`src/rtl/uart_tx_cfg.sv`:
```
// Parametrised UART transmitter: start bit, DATA_BITS data bits LSB first,
// optional odd/even parity, then 1 or 2 stop bits, fed by a valid/ready handshake.
module uart_tx_cfg #(
    parameter int unsigned CLK_FREQ  = 50_000_000,
    parameter int unsigned BAUD_RATE = 115_200,
    parameter int unsigned DATA_BITS = 8,
    parameter int unsigned PARITY    = 0,
    parameter int unsigned STOP_BITS = 1
) (
    input  logic                 clk,
    input  logic                 rst,
    input  logic                 tx_valid,
    input  logic [DATA_BITS-1:0] tx_data,
    output logic                 tx_ready,
    output logic                 tx_busy,
    output logic                 tx_done,
    output logic                 tx_serial
);

    localparam int unsigned CLKS_PER_BIT = CLK_FREQ / BAUD_RATE;
    localparam int unsigned CW = $clog2(CLKS_PER_BIT * 2);
    localparam int unsigned IW = $clog2(DATA_BITS);
    localparam logic [CW-1:0] CntLast  = CW'(CLKS_PER_BIT - 1);
    localparam logic [IW-1:0] DataLast = IW'(DATA_BITS - 1);
    localparam logic [IW-1:0] StopLast = IW'(STOP_BITS - 1);
    localparam logic          OddPar   = (PARITY == 1);

    if (DATA_BITS < 5 || DATA_BITS > 9) begin : g_bad_data_bits
        $error("uart_tx_cfg: DATA_BITS must be in 5..9");
    end
    if (PARITY > 2) begin : g_bad_parity
        $error("uart_tx_cfg: PARITY must be 0, 1 or 2");
    end
    if (STOP_BITS < 1 || STOP_BITS > 2) begin : g_bad_stop_bits
        $error("uart_tx_cfg: STOP_BITS must be 1 or 2");
    end
    if (CLKS_PER_BIT < 2) begin : g_bad_clks_per_bit
        $error("uart_tx_cfg: CLK_FREQ/BAUD_RATE must be at least 2");
    end

    typedef enum logic [2:0] {StIdle, StStart, StData, StParity, StStop} state_e;

    state_e               state_q, state_d;
    logic [CW-1:0]        cnt_q, cnt_d;
    logic [IW-1:0]        idx_q, idx_d;
    logic [DATA_BITS-1:0] shift_q, shift_d;
    logic                 par_q, par_d;
    logic                 done_q, done_d;
    logic                 accept;
    logic                 bit_end;

    assign accept  = tx_valid & tx_ready;
    assign bit_end = (cnt_q == CntLast);

    always_ff @(posedge clk) begin
        if (rst) begin
            state_q <= StIdle;
            cnt_q   <= '0;
            idx_q   <= '0;
            shift_q <= '0;
            par_q   <= 1'b0;
            done_q  <= 1'b0;
        end else begin
            state_q <= state_d;
            cnt_q   <= cnt_d;
            idx_q   <= idx_d;
            shift_q <= shift_d;
            par_q   <= par_d;
            done_q  <= done_d;
        end
    end

    // idx_q counts data bits in StData and stop bits in StStop.
    always_comb begin
        state_d = state_q;
        cnt_d   = bit_end ? '0 : cnt_q + 1'b1;
        idx_d   = idx_q;
        shift_d = shift_q;
        par_d   = par_q;
        done_d  = 1'b0;
        unique case (state_q)
            StIdle: begin
                cnt_d = '0;
                if (accept) begin
                    state_d = StStart;
                    shift_d = tx_data;
                    par_d   = (^tx_data) ^ OddPar;
                    idx_d   = '0;
                end
            end
            StStart: begin
                if (bit_end) begin
                    state_d = StData;
                    idx_d   = '0;
                end
            end
            StData: begin
                if (bit_end) begin
                    shift_d = shift_q >> 1;
                    if (idx_q == DataLast) begin
                        idx_d   = '0;
                        state_d = (PARITY != 0) ? StParity : StStop;
                    end else begin
                        idx_d = idx_q + 1'b1;
                    end
                end
            end
            StParity: begin
                if (bit_end) begin
                    state_d = StStop;
                    idx_d   = '0;
                end
            end
            StStop: begin
                if (bit_end) begin
                    if (idx_q == StopLast) begin
                        state_d = StIdle;
                        idx_d   = '0;
                        done_d  = 1'b1;
                    end else begin
                        idx_d = idx_q + 1'b1;
                    end
                end
            end
            default: state_d = StIdle;
        endcase
    end

    always_comb begin
        tx_ready  = (state_q == StIdle) & ~rst;
        tx_busy   = (state_q != StIdle);
        tx_done   = done_q;
        tx_serial = 1'b1;
        unique case (state_q)
            StStart:  tx_serial = 1'b0;
            StData:   tx_serial = shift_q[0];
            StParity: tx_serial = par_q;
            default:  tx_serial = 1'b1;
        endcase
    end

endmodule

```
`config.mk`:
```
export PLATFORM = sky130hd
export DESIGN_NAME = uart_tx_cfg
export DESIGN_NICKNAME = d
export VERILOG_FILES = /design/src/rtl/uart_tx_cfg.sv
export SDC_FILE = /design/constraint.sdc
export NUM_CORES = 1
export LEC_CHECK = 0
export BUFFER_PORTS_ARGS = -buffer_cell sky130_fd_sc_hd__buf_2
export CELL_PAD_IN_SITES_DETAIL_PLACEMENT = 1
export CELL_PAD_IN_SITES_GLOBAL_PLACEMENT = 1
export CORE_UTILIZATION = 37
export DETAILED_ROUTE_END_ITERATION = 10
export PLACE_DENSITY = 0.65
export SLEW_MARGIN = 20
export SYNTH_ARGS = -nofsm -noshare
export SYNTH_HDL_FRONTEND = slang
export SYNTH_SLANG_ARGS = --single-unit
```
`constraint.sdc`:
```
create_clock -name clk -period 4.3 [get_ports clk]
set_input_delay 0.86 -clock clk [delete_from_list [all_inputs] [get_ports clk]]
set_output_delay 0.86 -clock clk [all_outputs]
set_load 0.02 [all_outputs]
```
# Yosys cells after proc, flatten, opt, wreduce, memory -nomap -nowiden
# Index checks and enable logic that the tools add are counted.
# word_totals
inputBits	11
elab_cells	60
output_inout_bits	4
register_bits	26
# op_classes
n_addsub	2
n_eq_ne	14
n_reduce_logical	13
muxes	20
n_bitwise	5
# ops
operator	n
3-bit 2-to-1 mux	13
8-bit 2-to-1 mux	2
8-bit case mux with 2 select lines	1
3-bit case mux with 5 select lines	1
2-bit != test, second input constant	7
3-bit case mux with 4 select lines	1
10-bit by 1-bit adder with 10-bit output, second input constant	1
10-bit by 9-bit == test with 1-bit output, second input constant	1
8-bit XOR reduction	1
7-bit AND reduction	1
3-bit by 2-bit == test with 1-bit output, second input constant	2
3-bit == test, second input constant	2
3-bit zero test	2
3-bit OR reduction	2
5-bit AND reduction	1
4-bit nonzero test	1
3-bit by 1-bit adder with 3-bit output, second input constant	1
3-bit by 1-bit == test with 1-bit output, second input constant	1
1-bit NOT	3
1-bit case mux with 3 select lines	1
3-bit AND reduction	1
3-bit nonzero test	1
1-bit bitwise AND	2
2-bit by 1-bit != test with 1-bit output, second input constant	1
other kinds (4)	4

# Depth between registers and ports, before layout
# depth
ltp_word	5
depth_mapped	7
depth_no_buf	6

# Least setup slack after synthesis
# No wires, ideal clock.
# synth_timing
path_type	input -> output
start	input rst
end	output tx_ready
arrival_time_ps	1492
required_ps	3440
n_path_buf	1
slack_ps	1948
path_stages	2
cell_sequence	clkbuf_2 > nor4_2
# synth_via
elab_chain_len	2
# synth_rtl
element	line_no	text
from (decl)	11	input logic rst,
1-bit NOT	130	tx_ready = (state_q == StIdle) & ~rst;
1-bit bitwise AND	130	
to (decl)	14	output logic tx_ready,
# No other way between the ends.

# Worst setup path after layout
# layout_timing
start	register state_q[0]
end	output tx_serial
# layout_via
elab_chain_len	2
word_cells_on_any_way	4
classes_between	3 x eq/ne; 1 x mux
# layout_rtl
element	line_no	text
from (decl)	43	state_e state_q, state_d;
from (signal assigned)	57	state_q <= StIdle;
from (signal assigned)	64	state_q <= state_d;
3-bit by 2-bit == test with 1-bit output or 3-bit by 1-bit == test with 1-bit output (tied branches)	134	unique case (state_q)
1-bit case mux with 3 select lines *	134	
to (decl)	17	output logic tx_serial
# Every way passes the cells marked *; elsewhere a longest branch is shown, timed or not.

==> flow_metrics.tcl <==
set metrics [dict create \
    status "completed" \
    muxShareOfSynthArea_pct 0 \
    cts_setup_buffers 0 \
    path_cells "inv_2, a21oi_1, a31oi_1, or2_2, buf_2" \
    synth_top_area_cell "dfxtp_1" \
    slew_violations 0 \
    slowest_stage "dfxtp_1" \
    synth_fp_nets 172 \
    worst-path-buf-inv 2 \
    critPathKind "reg -> out" \
    ant_nets 0 \
    postSynth.asyncResetShare_pct 0 \
    synth-xor-area-share_pct 9.13 \
    synth-adder-area-share_pct 4.35 \
    powerDensity_nw_per_um2 300 \
    end_kind "primary output" \
    tightest_slew_ps 629 \
    first_pass_iters 4 \
    synthTopCellsByArea "dfxtp_1 36%, xnor2_1 5.5%, ha_1 4.3%" \
    yosys-top-cells-count "26 x dfxtp_1, 14 x nor2_1, 11 x inv_1, 9 x xnor2_1" \
    power_frac_seq_pct 54.5 \
    fmax_mhz 403 \
    grt_pass1_vias 1122 \
    hold_viol 0 \
    synth_top_area_share_pct 36.2 \
    min_period_over_period_pct 57.8 \
    synth.most_common_cell "dfxtp_1" \
    timing.hold.ws_ps 471 \
    synth.avg_cell_area_um2 9.22 \
    peakVddDrop_uv 132 \
    antenna_found_initial 0 \
    grt_overflow 0 \
    diodes 0 \
    switchingPower_mw 0.115 \
    p_leak_nw 0.582 \
    hp-class "reg -> reg" \
    synth_top_family_by_area "simple AND/OR/NAND/NOR gates" \
    crit_family "flip-flops" \
    p_clk_share_pct 34.0 \
    nets 182 \
    yosys.cell_types.count 49 \
    ys_ff_latch 26 \
    synthSimpleGateAreaFrac_pct 24.4 \
    cts_max_level 1 \
    synth_flop_cell "dfxtp_1" \
    post-route-min-period_ps 2480 \
    dpl.hpwl_mm 2.29 \
    routedWlPerCell_um 13.9 \
    clk_latency_ps 270 \
    switching_share_pct 24.5 \
    fillers 451 \
    required_ps 3440 \
    rsz0062_at_grt "no" \
    critPathArrivalTime_ps 1620 \
    initial_core_util_pct 39.0 \
    cap_violations 0 \
    cts_root_buf "clkbuf_8" \
    cp_slowest_stage_delay_ps 570 \
    synthesis.instances 156 \
    detailedRoute.firstIterationViolations 77 \
    rrSetupSlack_ps 2040 \
    io_buffers 14 \
    cts_tree "yes" \
    fp.dieW_um 64.4 \
    area_growth_syn_to_layout_pct 8.96 \
    intPower_mw 0.355 \
    cts_sinks 26 \
    ioPinCount 15 \
    cts_made_buffers 3 \
    grt_max_degree 18 \
    num_rows 22 \
    ctsResizeCount 0 \
    setup_viol 0 \
    place_congestion 0.710 \
    synth_warnings 0 \
    synthesis.area_um2 1440 \
    synth_compound_area_share_pct 18.9 \
    synth_edf_count 0 \
    p_comb_share_pct 11.5 \
    drive_gt1_share_pct 17.0 \
    grt_pass1_wl_mm 5.03 \
    cts.path.max_buffers 2 \
    tns_ps 0 \
    die_h_um 64.4 \
    drc 0 \
    path_clk_slew_ps 100 \
    cp_max_fo 9 \
    dieArea_um2 4140 \
    wirelength_mm 2.97 \
    cp-start-kind "flip-flop" \
    viasPerCell 5.38 \
    holdBufCountCts 0 \
    slew_headroom_pct 58.1 \
    track_usage_pct 15.5 \
    fin_skew_ps 8.29 \
    synth_seq_area_share_pct 36.2 \
    num_vias 1145 \
    core_um2 3690 \
]
power groups by stage:
stage                     Combinational, mW  Clock, mW  Sequential, mW
final                                0.0539      0.160           0.256
after global routing                 0.0601      0.178           0.257
after CTS                            0.0546      0.167           0.256
after detailed placement             0.0544          0           0.262
after global placement               0.0527          0           0.261
after floorplan                      0.0438          0           0.258
routing by layer:
layer  track usage (%)  share of wire (%)
met1              19.6                 49
met5                 0                  0
met2              26.4                 49
met4              5.00               0.67
met3              2.68                1.9
path summary, 6_finish.rpt:
path                            startpoint          to  depth (start not counted)
worst max-delay path            state_q[0]   tx_serial                          5
worst min-delay path              cnt_q[0]    cnt_q[0]                          1
worst max register to register  state_q[1]  shift_q[3]                          4
worst min register to register    cnt_q[0]    cnt_q[0]                          1
through the flow:
stage	worst slack, ps	total power [mW]	utilization, %	cells	instance area [um^2]
2_1_floorplan	1950	0.302	-	156	1440
3_3_place_gp	1890	0.314	41.0	209	1510
3_5_place_dp	1870	0.316	41.0	209	1510
4_1_cts	1820	0.478	42.5	213	1570
5_1_grt	1710	0.495	42.5	213	1570
6_report	1820	0.470	42.5	213	1570
area by class of cell:
type                            count  area, um^2  share of cell area [%]
Multi-Input combinational cell    109         817                    52.1
Inverter                           12        45.0                    2.87
Clock buffer                        4        55.1                    3.51
Tap cell                           48        60.1                    3.83
Sequential cell                    26         520                    33.2
Timing Repair Buffer               14        70.1                    4.47
flip-flops by register name, summed over array words and instances, names as in the netlist:
register and cells:
tx_done 1, state_q 3, par_q 1, idx_q 3, shift_q 8, cnt_q 10
cells by family after synthesis:
logic type,Yosys count
simple gates,56
compound gates,33
xor+xnor,15
buf+inv,21
flops,26
fa+ha+maj,5
worst reg2reg max path: cells and delay by family (launching register included):
kind	cells	cell delay, ps
simple gates	2	1070
compound gates	2	480
flops	1	570
placed cells by master (no fill, tap or decap), types with 2 or more instances in the layout:
master	count
a21oi_1	2
a221oi_1	7
a311oi_1	7
a31oi_1	2
and2_1	2
and2b_1	3
and3_1	2
buf_2	14
clkbuf_8	4
dfxtp_1	26
ha_1	5
inv_1	11
nand2_1	2
nand2b_1	2
nand3_1	7
nand4_1	3
nor2_1	14
nor2b_1	6
nor3b_1	2
o2111ai_1	2
o21ai_1	2
o41ai_1	2
or3_1	2
xnor2_1	9
xor2_1	6
Note: power is estimated with default switching activity, not from simulation.
